`config.mk`:
```
export PLATFORM = sky130hd
export DESIGN_NAME = seq_det_ctrl
export DESIGN_NICKNAME = d
export VERILOG_FILES = /design/src/rtl/seq_det_ctrl.sv
export SDC_FILE = /design/constraint.sdc
export NUM_CORES = 1
export LEC_CHECK = 0
export CORE_UTILIZATION = 30
export CTS_CLUSTER_SIZE = 40
export DETAILED_ROUTE_END_ITERATION = 8
export PLACE_DENSITY_LB_ADDON = 0.25
export SLEW_MARGIN = 25
export SYNTH_ARGS = -nofsm -noshare
export SYNTH_HDL_FRONTEND = slang
export SYNTH_SLANG_ARGS = --single-unit
```
`constraint.sdc`:
```
create_clock -name clk -period 4.9 [get_ports clk]
set_input_delay 0.98 -clock clk [delete_from_list [all_inputs] [get_ports clk]]
set_output_delay 0.98 -clock clk [all_outputs]
set_load 0.01 [all_outputs]
```
`src/rtl/seq_det_ctrl.sv`:
```
// Serial pattern detector with configurable pattern, length, overlap mode
// and hit limit. The match flag z is Mealy: it reflects the current x.
module seq_det_ctrl #(
    parameter  int unsigned PAT_W = 8,
    parameter  int unsigned CNT_W = 8,
    localparam int unsigned LEN_W = $clog2(PAT_W + 1)
) (
    input  logic             clk,
    input  logic             reset,
    input  logic             cfg_we,
    input  logic [PAT_W-1:0] cfg_pattern,
    input  logic [LEN_W-1:0] cfg_len,
    input  logic             cfg_overlap,
    input  logic [CNT_W-1:0] cfg_max_hits,
    input  logic             start,
    input  logic             abort,
    input  logic             x,
    input  logic             x_valid,
    output logic             z,
    output logic             busy,
    output logic             done,
    output logic [CNT_W-1:0] hit_count,
    output logic             cfg_err
);

    typedef enum logic [1:0] {
        S_IDLE = 2'd0,
        S_RUN  = 2'd1,
        S_DONE = 2'd2
    } state_t;

    state_t           state_q;
    logic [PAT_W-1:0] pat_q;
    logic [LEN_W-1:0] len_q;
    logic             ov_q;
    logic [CNT_W-1:0] max_q;
    // Only the most recent PAT_W-1 bits are needed; the newest bit is x itself.
    logic [PAT_W-2:0] hist_q;
    logic [LEN_W-1:0] fill_q;
    logic [CNT_W-1:0] hit_q;
    logic             busy_q;
    logic             done_q;
    logic             err_q;

    logic             len_ok;
    logic [PAT_W-1:0] window;
    logic [PAT_W-1:0] mask;
    logic             fill_ok;
    logic             pat_eq;
    logic [LEN_W-1:0] fill_next;
    logic [CNT_W-1:0] hit_next;
    logic             limit_hit;
    logic             match;

    // Match evaluation on the history plus the bit currently on x.
    always_comb begin
        len_ok = (len_q != '0) && (len_q <= LEN_W'(PAT_W));
        window = {hist_q, x};
        mask   = '0;
        for (int unsigned i = 0; i < PAT_W; i++) begin
            mask[i] = (LEN_W'(i) < len_q);
        end
        fill_ok   = (({1'b0, fill_q} + (LEN_W + 1)'(1)) >= {1'b0, len_q});
        pat_eq    = (((window ^ pat_q) & mask) == '0);
        fill_next = (fill_q < len_q) ? LEN_W'(fill_q + LEN_W'(1)) : fill_q;
        hit_next  = ((max_q == '0) && (hit_q == '1)) ? hit_q : CNT_W'(hit_q + CNT_W'(1));
        limit_hit = (max_q != '0) && (CNT_W'(hit_q + CNT_W'(1)) == max_q);
        match     = reset && (state_q == S_RUN) && x_valid && !abort && fill_ok && pat_eq;
    end

    assign z         = match;
    assign busy      = busy_q;
    assign done      = done_q;
    assign hit_count = hit_q;
    assign cfg_err   = err_q;

    // Control FSM, configuration latch, history and hit counter.
    always_ff @(posedge clk) begin
        if (!reset) begin
            state_q <= S_IDLE;
            pat_q   <= '0;
            len_q   <= '0;
            ov_q    <= 1'b0;
            max_q   <= '0;
            hist_q  <= '0;
            fill_q  <= '0;
            hit_q   <= '0;
            busy_q  <= 1'b0;
            done_q  <= 1'b0;
            err_q   <= 1'b0;
        end else begin
            case (state_q)
                S_IDLE: begin
                    if (cfg_we) begin
                        // A config write wins over a simultaneous start.
                        pat_q <= cfg_pattern;
                        len_q <= cfg_len;
                        ov_q  <= cfg_overlap;
                        max_q <= cfg_max_hits;
                        err_q <= 1'b0;
                    end else if (start) begin
                        if (len_ok) begin
                            state_q <= S_RUN;
                            busy_q  <= 1'b1;
                            hit_q   <= '0;
                            hist_q  <= '0;
                            fill_q  <= '0;
                        end else begin
                            err_q <= 1'b1;
                        end
                    end
                end
                S_RUN: begin
                    if (abort) begin
                        state_q <= S_IDLE;
                        busy_q  <= 1'b0;
                    end else if (x_valid) begin
                        hist_q <= window[PAT_W-2:0];
                        if (match) begin
                            hit_q  <= hit_next;
                            fill_q <= ov_q ? fill_next : '0;
                            if (limit_hit) begin
                                state_q <= S_DONE;
                                busy_q  <= 1'b0;
                                done_q  <= 1'b1;
                            end
                        end else begin
                            fill_q <= fill_next;
                        end
                    end
                end
                S_DONE: begin
                    state_q <= S_IDLE;
                    done_q  <= 1'b0;
                end
                default: begin
                    state_q <= S_IDLE;
                    busy_q  <= 1'b0;
                    done_q  <= 1'b0;
                end
            endcase
        end
    end

endmodule

```
==> metrics <==
hold_sp ov_q$_SDFFE_PN0P_; Max clock buf depth 2; most frequent cells in the layout nand2_1 (54), dfxtp_1 (45), clkdlybuf4s50_1 (39), a21boi_0 (23); Die Ht 92.8 um; worst path bufs/invs 3; Final Max Slew Viols 0; GPL Wtd Cong 0.820; detailed-route wire length per cell 13.6 um; Netlist cell types 57; Worst Skew 0.00780 ns; P_leak 1.12 nW; Syn. warnings 0; worst rel slew slack 0.528; num ports 40; Core Area 7850 sq um; Final period util 0.807; CTS root buffer clkbuf_8; pre-CTS WS 0.948 ns; run status completed; Worst Setup End Kind primary output; Mapped Cells 286; CP Data Required Time 3.92 ns; area grow syn2layout 22.7%; clock insertion delay at the later pin of the skew report 0.30 ns; Routed Antenna Nets 0; routed via count 2081; largest net degree at the start of global routing 36; CTS tree yes; CTS H-tree depth 2; antenna violations before repair 0; fraction of registers with async set or reset after synthesis 0; fin worst setup slack 0.947 ns; Worst Hold Class reg2reg; drc violations 0; Layout Utilization 0.387; crit-path max cell delay 0.52 ns; share of post-route cells with drive strength above 1 0.0688; Critical Path Start Type input port; CTS Hold Bufs 0; Post-Syn Nets 324; commonest non-fill, non-tap cell in the layout nand2_1; first-pass GRT wire length 9.82 mm; crit path cell chain clkdlybuf4s50_1 > nand3b_1 > nor3b_1 > nand3_1 > or3_4 > inv_1 > clkdlybuf4s50_1; vias per cell 4.93; gr usage total 0.143; min Tclk post-route 3.95 ns; clock tree sinks 45; final WL 5.75 mm; fin cells 422; crit path from reset; n_diodes 0; Die W 92.8 um; HPWL after detailed placement 4.25 mm; IO Port Bufs 39; clk slew on worst S/H paths 0.10 ns; Die ar. 8620 sq um; Setup Crit Path Kind in2out; Max Clock Freq 253 MHz; flip-flop and latch count after synthesis 45; critical-path maximum fanout 12; cts bufs inserted 5; cell area power density 244 nW/um^2; top_reg_cell synth dfxtp_1; initial core utilization 0.315; Peak supply drop 0.000106 V; Fin. Hold Viols 0; detailed-router iteration count before antenna repair 4; Starting DRT DRC Count 97; Slew @ Worst Pin 0.708 ns; CP arrival 2.97 ns; total global routing overflow 0; final net count 357; reg2reg start fill_q[0]$_SDFFE_PN0P_; CP top delay family buffers and inverters; Crit path top cell by count clkdlybuf4s50_1; RSZ-0062 raised after global routing false; sequential area share after synthesis 0.364; site row count 32; number of flops mapped to enable cells by yosys 0; Fin Setup TNS 0 ns; Inst Count DP 414; post-synthesis cell area 2470 sq um; max-cap viol count 0; endpoints failing setup 0; total setup buffers inserted after CTS 0; Slowest-stage cell, CP clkdlybuf4s50_1; Post-CTS Resized 0; average size of a mapped cell 8.65 sq um; vias in the first global route 2003
-- worst min-delay path, delay by kind of cell, from the launching register on --
| kind | cells | cell delay [ns] |
|---|---|---|
| AO/OA/AOI/OAI | 1 | 0.07 |
| AND/OR/NAND/NOR | 1 | 0.05 |
| flip-flops | 1 | 0.32 |
-- per-layer routing --
layer | up-vias | GRT usage | wire (um)
met5 | - | 0 | 0
met4 | 0 | 0.0385 | 56
met3 | 4 | 0.0205 | 176
met2 | 31 | 0.219 | 2500
met1 | 958 | 0.206 | 3020
li1 | 1088 | - | -
-- cells in the mapped netlist (all sizes together) (2+ instances only) --
master,count,area (sq um)
nand3,12,60.1
dfxtp,45,901
nor2,8,30.0
o21a,3,22.5
and3,2,12.5
o32ai,2,17.5
o211ai,4,30.0
o21ai,2,10.0
nor2b,10,62.6
a22o,2,17.5
a211oi,2,15.0
a21boi,23,173
a31oi,3,18.8
ha,10,125
inv,6,22.5
xor2,12,105
or3,2,18.8
or4,7,56.3
a21oi,4,20.0
mux2,2,22.5
clkbuf,15,57.6
and2,2,12.5
xnor2,11,96.3
nor4b,3,26.3
nand2,54,203
a22oi,8,65.1
nor3b,2,15.0
nor3,5,25.0
o31ai,2,15.0
-- report_power, final --
group	total, mW	internal (mW)	switching (mW)
registers	0.393	0.378	0.0145
clock network	0.245	0.102	0.143
logic	0.104	0.0556	0.0485
-- logic make-up (layout without fill, tap and decap cells) --
kind of cell               after synthesis  in the layout  share of synthesized area
AOI/OAI and AO/OA                       67             67                      0.208
DFF                                     45             45                      0.364
adders and majority gates               10             10                     0.0506
muxes                                    3              3                     0.0131
and+or+nand+nor                        115            115                      0.237
xor gates and xnor gates                24             24                     0.0905
buffers and inverters                   22             56                     0.0369
-- worst paths after layout --
check,cells after the start,slack [ns],end
setup / recovery,7,0.95,z
hold / removal,2,0.48,ov_q$_SDFFE_PN0P_
setup reg to reg,8,2.29,fill_q[0]$_SDFFE_PN0P_
hold reg to reg,2,0.48,ov_q$_SDFFE_PN0P_
-- final cells by class --
class	instances	area, sq um
clock buffer	5	68.8
clock inverter	3	21.3
fill	827	4810
inverter	6	22.5
multi-input combinational	219	1480
sequential	45	901
tap	102	128
timing repair buffer	42	413
-- sequential cells by signal (all words and copies together), names as in the netlist --
name,cells
hist_q,7
done,1
fill_q,4
len_q,4
pat_q,8
hit_count,8
state_q,2
cfg_err,1
busy,1
max_q,8
ov_q,1
-- metrics by stage --
| stage | instance area (sq um) | hold slack [ns] | total power [mW] |
|---|---|---|---|
| detailed placement | 2950 | 0.469 | 0.506 |
| global placement | 2950 | 0.462 | 0.505 |
| CTS | 3040 | 0.483 | 0.747 |
| global route | 3040 | 0.509 | 0.780 |
| floorplan | 2470 | 0.443 | 0.462 |
| finish | 3040 | 0.476 | 0.741 |
No activity file was read; power rests on OpenSTA's default activity.
